**src/rtl/regfile_scoreboard.sv**
```systemverilog
// Register file (2 async reads, 1 sync write) with write bypass, zero register and per-register pending scoreboard.
// Reads are zero-latency. Ready stays low while the post-reset sweep loads every register (DEPTH edges).
module regfile_scoreboard #(
  parameter int unsigned DATA_W   = 32,
  parameter int unsigned ADDR_W   = 5,
  parameter bit          ZERO_REG = 1'b1,
  parameter bit          BYPASS   = 1'b1,
  parameter bit          INIT_IDX = 1'b1
) (
  input  logic              Clk,
  input  logic              reset,
  input  logic [ADDR_W-1:0] ReadReg1,
  input  logic [ADDR_W-1:0] ReadReg2,
  output logic [DATA_W-1:0] ReadData1,
  output logic [DATA_W-1:0] ReadData2,
  input  logic [ADDR_W-1:0] WriteReg,
  input  logic [DATA_W-1:0] WriteData,
  input  logic              RegWrite,
  input  logic [ADDR_W-1:0] ReserveReg,
  input  logic              Reserve,
  output logic              Pending1,
  output logic              Pending2,
  output logic              Ready
);
  localparam int unsigned DEPTH = 2 ** ADDR_W;

  typedef enum logic {S_INIT, S_RUN} state_t;

  state_t              state_q;
  logic [ADDR_W-1:0]   ptr_q;
  logic                ready_q;
  logic [DATA_W-1:0]   mem_q [DEPTH];
  logic [DEPTH-1:0]    pend_q;
  logic [DEPTH-1:0]    pend_d;

  logic                run;
  logic                wr_en;
  logic                rsv_en;
  logic                hit1;
  logic                hit2;
  logic                zero1;
  logic                zero2;
  logic [DATA_W-1:0]   init_val;

  assign run      = (state_q == S_RUN);
  assign wr_en    = run && RegWrite && !(ZERO_REG && (WriteReg == '0));
  assign rsv_en   = run && Reserve && !(ZERO_REG && (ReserveReg == '0));
  assign init_val = INIT_IDX ? DATA_W'(ptr_q) : '0;

  always_ff @(posedge Clk or negedge reset) begin
    if (!reset) begin
      state_q <= S_INIT;
      ptr_q   <= '0;
      ready_q <= 1'b0;
    end else if (state_q == S_INIT) begin
      ptr_q <= ptr_q + 1'b1;
      if (ptr_q == ADDR_W'(DEPTH - 1)) begin
        state_q <= S_RUN;
        ready_q <= 1'b1;
      end
    end
  end

  // Storage has no reset; the INIT sweep is what gives it defined contents.
  always_ff @(posedge Clk) begin
    if (!run) begin
      mem_q[ptr_q] <= init_val;
    end else if (wr_en) begin
      mem_q[WriteReg] <= WriteData;
    end
  end

  // Reserve is applied after the writeback clear so a new producer supersedes the retiring one.
  always_comb begin
    pend_d = pend_q;
    if (wr_en) begin
      pend_d[WriteReg] = 1'b0;
    end
    if (rsv_en) begin
      pend_d[ReserveReg] = 1'b1;
    end
  end

  always_ff @(posedge Clk or negedge reset) begin
    if (!reset) begin
      pend_q <= '0;
    end else begin
      pend_q <= pend_d;
    end
  end

  assign hit1  = BYPASS && wr_en && (WriteReg == ReadReg1);
  assign hit2  = BYPASS && wr_en && (WriteReg == ReadReg2);
  assign zero1 = ZERO_REG && (ReadReg1 == '0);
  assign zero2 = ZERO_REG && (ReadReg2 == '0);

  assign ReadData1 = (!run || zero1) ? '0 : (hit1 ? WriteData : mem_q[ReadReg1]);
  assign ReadData2 = (!run || zero2) ? '0 : (hit2 ? WriteData : mem_q[ReadReg2]);
  assign Pending1  = run && !zero1 && pend_q[ReadReg1] && !hit1;
  assign Pending2  = run && !zero2 && pend_q[ReadReg2] && !hit2;
  assign Ready     = ready_q;

endmodule

```
**config.mk**
```make
export PLATFORM = sky130hd
export DESIGN_NAME = regfile_scoreboard
export DESIGN_NICKNAME = d
export VERILOG_FILES = /design/src/rtl/regfile_scoreboard.sv
export SDC_FILE = /design/constraint.sdc
export NUM_CORES = 1
export LEC_CHECK = 0
export BUFFER_PORTS_ARGS = -buffer_cell sky130_fd_sc_hd__clkbuf_2
export CAP_MARGIN = 20
export CORE_ASPECT_RATIO = 1.1
export CORE_MARGIN = 2
export CORE_UTILIZATION = 45
export DETAILED_ROUTE_END_ITERATION = 8
export GPL_TIMING_DRIVEN = 0
export SYNTH_ARGS = -nofsm -noshare
export SYNTH_HDL_FRONTEND = slang
export SYNTH_SLANG_ARGS = --single-unit
```
**constraint.sdc**
```tcl
create_clock -name Clk -period 9.6 [get_ports Clk]
set_input_delay 1.92 -clock Clk [delete_from_list [all_inputs] [get_ports Clk]]
set_output_delay 1.92 -clock Clk [all_outputs]
set_load 0.01 [all_outputs]
```
# After elaboration in Yosys (flattened, before gate mapping)
# Memory sizes are Yosys's and may differ from the RTL's.
# Cells that the tools add are included.
# Widths: inputs -> output; s select.
[totals]
output_inout_bits = 67
word_cells = 71
mem_count = 1
latchBits = 0
register_bits = 39
ram_bits = 1024
mem_bits_ro = 0
input_bits = 56
[classes]
n_reduce_logical = 29
order_cmp = 6
n_mux = 23
n_bitwise = 4
n_eq_ne = 3
multipliers = 0
div_mod_pow = 0
n_shift = 0
add_sub_neg = 1
[memory_table]
columns = ["name", "depth", "width", "rd", "rd_ports_with_merged_regs", "wr", "line", "source"]
rows = [
  ["mem_q", 32, 32, 2, 0, 1, "32", "logic [DATA_W-1:0] mem_q [DEPTH];"],
]
[op_table]
columns = ["operator", "n"]
rows = [
  ["$mux 32", 7],
  ["$and 32x32->32", 1],
  ["$not 32->32", 1],
  ["$or 32x32->32", 1],
  ["$reduce_or 32->1", 1],
  ["$lt 5x6->1 const B", 4],
  ["$logic_not 5->1", 4],
  ["$logic_and 1x1->1", 14],
  ["$mux 1", 11],
  ["$bmux 1 s5", 2],
  ["$demux 1 s5", 2],
  ["$eq 5x5->1", 2],
  ["$ge 5x1->1 const B", 2],
  ["$logic_not 1->1", 7],
  ["$add 5x1->5 const B", 1],
  ["$eq 5x5->1 const B", 1],
  ["$mux 5", 1],
  ["$logic_or 1x1->1", 2],
  ["$reduce_and 2->1", 1],
  ["$not 1->1", 1],
]

# Depth between registers and ports, before layout
[logic_depth]
ltp_word = 9
depth_mapped = 9
depth_no_buf = 6

# Worst setup path after synthesis
# OpenSTA, ideal clock, no wires.
[synth_timing]
kind = "input -> output"
start = "input ReadReg1[2]"
end = "output ReadData1[18]"
required_ns = 7.680
arrival_ns = 3.670
n_path_buf = 4
cell_stages = 8
path_slack_ns = 4.010
cell_sequence = "clkbuf_1 > buf_2 > buf_2 > buf_2 > mux4_2 > o22ai_1 > nor2_1 > a221o_1"
[synth_between]
elab_chain_cells = 4
elab_cells_between_ends = 7
cone_classes = "eq/ne (1); mux (2); reduce/logical (3); memory (1)"
[synth_lines]
columns = ["item", "line", "source"]
rows = [
  ["start, declared", "12", "input logic [ADDR_W-1:0] ReadReg1,"],
  ["parallel branches: the longest is 3 deep, another holds $mem_v2 32x32", "--", ""],
  ["$mux 32 *", "97", "assign ReadData1 = (!run || zero1) ? '0 : (hit1 ? WriteData : mem_q[ReadReg1]);"],
  ["end, declared", "14", "output logic [DATA_W-1:0] ReadData1,"],
]
# Every way passes the cells marked *.

# Final worst setup path
[layout_timing]
start = "input ReadReg2[0]"
end = "output ReadData2[13]"
[layout_between]
elab_chain_cells = 4
elab_cells_between_ends = 7
cone_classes = "eq/ne (1); mux (2); reduce/logical (3); memory (1)"
[layout_lines]
columns = ["item", "line", "source"]
rows = [
  ["start, declared", "13", "input logic [ADDR_W-1:0] ReadReg2,"],
  ["parallel branches: the longest is 3 deep, another holds $mem_v2 32x32", "--", ""],
  ["$mux 32 *", "98", "assign ReadData2 = (!run || zero2) ? '0 : (hit2 ? WriteData : mem_q[ReadReg2]);"],
  ["end, declared", "15", "output logic [DATA_W-1:0] ReadData2,"],
]
# Marked as above.

==> flow_metrics.env <==
export IMPL_die_width_microns=320
export IMPL_dr_total_vias=31703
export IMPL_fin_crit_sh=0.807
export IMPL_root_buffer="clkbuf_16"
export IMPL_antenna_found_initial=2
export IMPL_cts_buffers=109
export IMPL_core_rowCount=127
export IMPL_critPathMaxFanout=10
export IMPL_p_seq_frac=0.496
export IMPL_clock_path_buffers=3
export IMPL_cts_hold_buf=0
export IMPL_multi_input_area_sq_um=16900
export IMPL_die_area_sq_um=112000
export IMPL_stdcell_count=4485
export IMPL_syn_area_sq_um=49400
export IMPL_final_cell_mix="edfxtp_1, mux4_2, o22ai_1"
export IMPL_clkPwrFrac=0.408
export IMPL_dr_pass1_iters=8
export IMPL_finalPower_uw=10400
export IMPL_place_inst=4266
export IMPL_synth_top_area_cell="edfxtp_1"
export IMPL_slowest_delay_ns=0.95
export IMPL_wl_microns=176000
export IMPL_fillCellCount=8713
export IMPL_dpl_hpwl_microns=120000
export IMPL_status="finished clean"
export IMPL_grt_total_usage=0.311
export IMPL_fmax_ghz=0.129
export IMPL_drc=0
export IMPL_post_cts_buffers=0
export IMPL_tns_ns=0
export IMPL_power_switching_uw=2480
export IMPL_synth_flop_cell="edfxtp_1"
export IMPL_cap_viol_max_count=0
export IMPL_synthDistinctLibCells=51
export IMPL_timing_critical_path_mode_cell="buf_4"
export IMPL_rsz0062_at_grt="no"
export IMPL_slowest_stage="clkbuf_1"
export IMPL_core_area_sq_um=109000
export IMPL_register_area_sq_um=31700
export IMPL_via_per_inst=7.07
export IMPL_htree_levels=3
export IMPL_final_cell_area_sq_um=56700
export IMPL_r2r_end="mem_q[17][11]"
export IMPL_power_frac_comb=0.096
export IMPL_postRouteAntennaNets=0
export IMPL_ioPinCount=123
export IMPL_crit_required_ns=7.68
export IMPL_synth_cells=2690
export IMPL_grt_max_degree=40
export IMPL_syn_avg_cell_area_sq_um=18.4
export IMPL_intPower_uw=7870
export IMPL_hp_start="Ready"
export IMPL_path_cells="buf_4 > buf_6 > buf_4 > buf_2 > nor3_1 > nor3_2 > clkbuf_1 > a22o_1 > clkbuf_2"
export IMPL_clk_pin_slew_ns=0.06
export IMPL_drive_above_1_share=0.313
export IMPL_clk_latency_ns=0.71
export IMPL_cts_tree="built"
export IMPL_synth_seq_area_share=0.642
export IMPL_routedWlPerCell_microns=39.2
export IMPL_power_leakage_uw=0.0195
export IMPL_grt_pass1_wl_microns=242000
export IMPL_path_class="in -> out"
export IMPL_grt_pass1_vias=32031
export IMPL_crit_arrival_ns=5.83
export IMPL_cts_sinks=1063
export IMPL_overflow=0
export IMPL_synth_fp_nets=2748
export IMPL_min_to="Ready"
export IMPL_nets=3037
export IMPL_postPlaceCellArea_sq_um=52900
export IMPL_fin_crit_ns=7.75
export IMPL_ir_drop_v=0.000141
export IMPL_cts_resized=0
export IMPL_hp_class="reg -> reg"
export IMPL_finClkSkew_ns=0.0259
export IMPL_cellPowerDensity_nw_per_um2=183
export IMPL_drt_iter0_drc=4979
export IMPL_reg2reg_depth=5
export IMPL_numPortBuffers=113
export IMPL_start_util=0.453
export IMPL_hold_depth=1
export IMPL_yosysWarnings=0
export IMPL_ys_ff_latch=1063
export IMPL_regToRegStartpoint="run"
export IMPL_hold_violations=0
export IMPL_cp_end_kind="output port"
export IMPL_synth_async_reset_ratio=0.0367
export IMPL_synth_top_area_frac=0.622
export IMPL_relSlewSlack=0.165
export IMPL_layout_commonest_cell="edfxtp_1"
export IMPL_die_h_microns=352
export IMPL_setup_viol=0
export IMPL_synth_edf_count=1024
export IMPL_gp_congestion=0.886
export IMPL_hold_ws_ns=0.461
export IMPL_p_sw_frac=0.240
export IMPL_cp_start_kind="input pin"
export IMPL_reg2reg_slack_ns=6.25
export IMPL_yosys_top_cells_area="edfxtp_1, mux4_2, o22ai_1"
export IMPL_area_growth_pct=14.7
export IMPL_worstMarginPinSlew_ns=1.24
export IMPL_drv_slew=0
final cells by class:
type / count / area share
plain buffers: 224 / 0.0175
well taps: 1419 / 0.0313
multi-input cells: 1400 / 0.299
repair buffers: 178 / 0.0312
clock buffers: 143 / 0.0521
diodes: 1 / 0.0000442
inverters: 3 / 0.000199
flip-flops and latches: 1063 / 0.560
clock inverters: 54 / 0.00890
through the flow:
step	util	setup slack, ns
detailed placement	0.485	1.97
floorplan	-	4.01
global placement	0.475	1.80
CTS	0.517	1.95
finish	0.520	1.85
global route	0.520	1.90
cells by family after synthesis:
logic type      after synthesis  share of synthesized area
simple gates                273                     0.0293
xor+xnor                     13                    0.00230
compound gates              506                     0.0662
flops                      1063                      0.642
mux                         606                      0.239
fa+ha+maj                     2                   0.000506
buf+inv                     227                     0.0203
Yosys cell counts, types with 4 or more instances:
master and n:
a21boi_1 4, a21oi_1 66, a221o_1 31, a22o_1 32
a22oi_1 4, a31oi_1 7, and2_1 29, buf_1 12
buf_2 73, buf_4 14, clkbuf_1 124, dfrtp_1 39
edfxtp_1 1024, mux2_2 38, mux2i_1 112, mux4_2 456
nand2_1 27, nand2b_1 5, nand3_1 11, nand3b_1 15
nand4_1 4, nor2_1 85, nor2b_1 7, nor3_1 36
nor4_1 33, o21ai_0 99, o221ai_1 31, o22ai_1 222
or2_2 5, or3b_2 5, xnor2_1 8, xor2_1 5
critical path, delay by kind of cell:
family / cells / cell delay (ns)
compound gates: 1 / 0.33
buf+inv: 6 / 2.39
simple gates: 2 / 1.13
worst max-delay path by stage:
stage,startpoint,end,slack (ns)
2_1_floorplan,ReadReg1[2],ReadData1[18],4.01
3_3_place_gp,WriteReg[4],mem_q[8][15],1.80
3_5_place_dp,ReadReg2[4],ReadData2[10],1.97
4_1_cts,ReadReg2[4],ReadData2[10],1.95
5_1_grt,ReadReg2[0],ReadData2[13],1.90
6_report,ReadReg2[0],ReadData2[13],1.85
power groups by stage:
stage / logic (uW) / registers (uW) / clock network, uW
floorplan: 560 / 5230 / 0
global placement: 924 / 5240 / 0
detailed placement: 961 / 5230 / 0
CTS: 964 / 5140 / 4220
global route: 1030 / 5140 / 4400
finish: 996 / 5140 / 4220
state kept, by name, indices dropped and copies added (netlist names):
register and cells:
mem_q 1024, pend_q 32, ptr_q 5, Ready 1, run 1
per-layer routing:
layer | vias up | GRT usage | share of wire
met1 | 16687 | 0.393 | 0.36
met5 | - | 0.00726 | 0.00083
met4 | 6 | 0.153 | 0.053
li1 | 12200 | - | -
met2 | 2319 | 0.505 | 0.48
met3 | 491 | 0.0759 | 0.11
(Power assumes the default switching activity.)
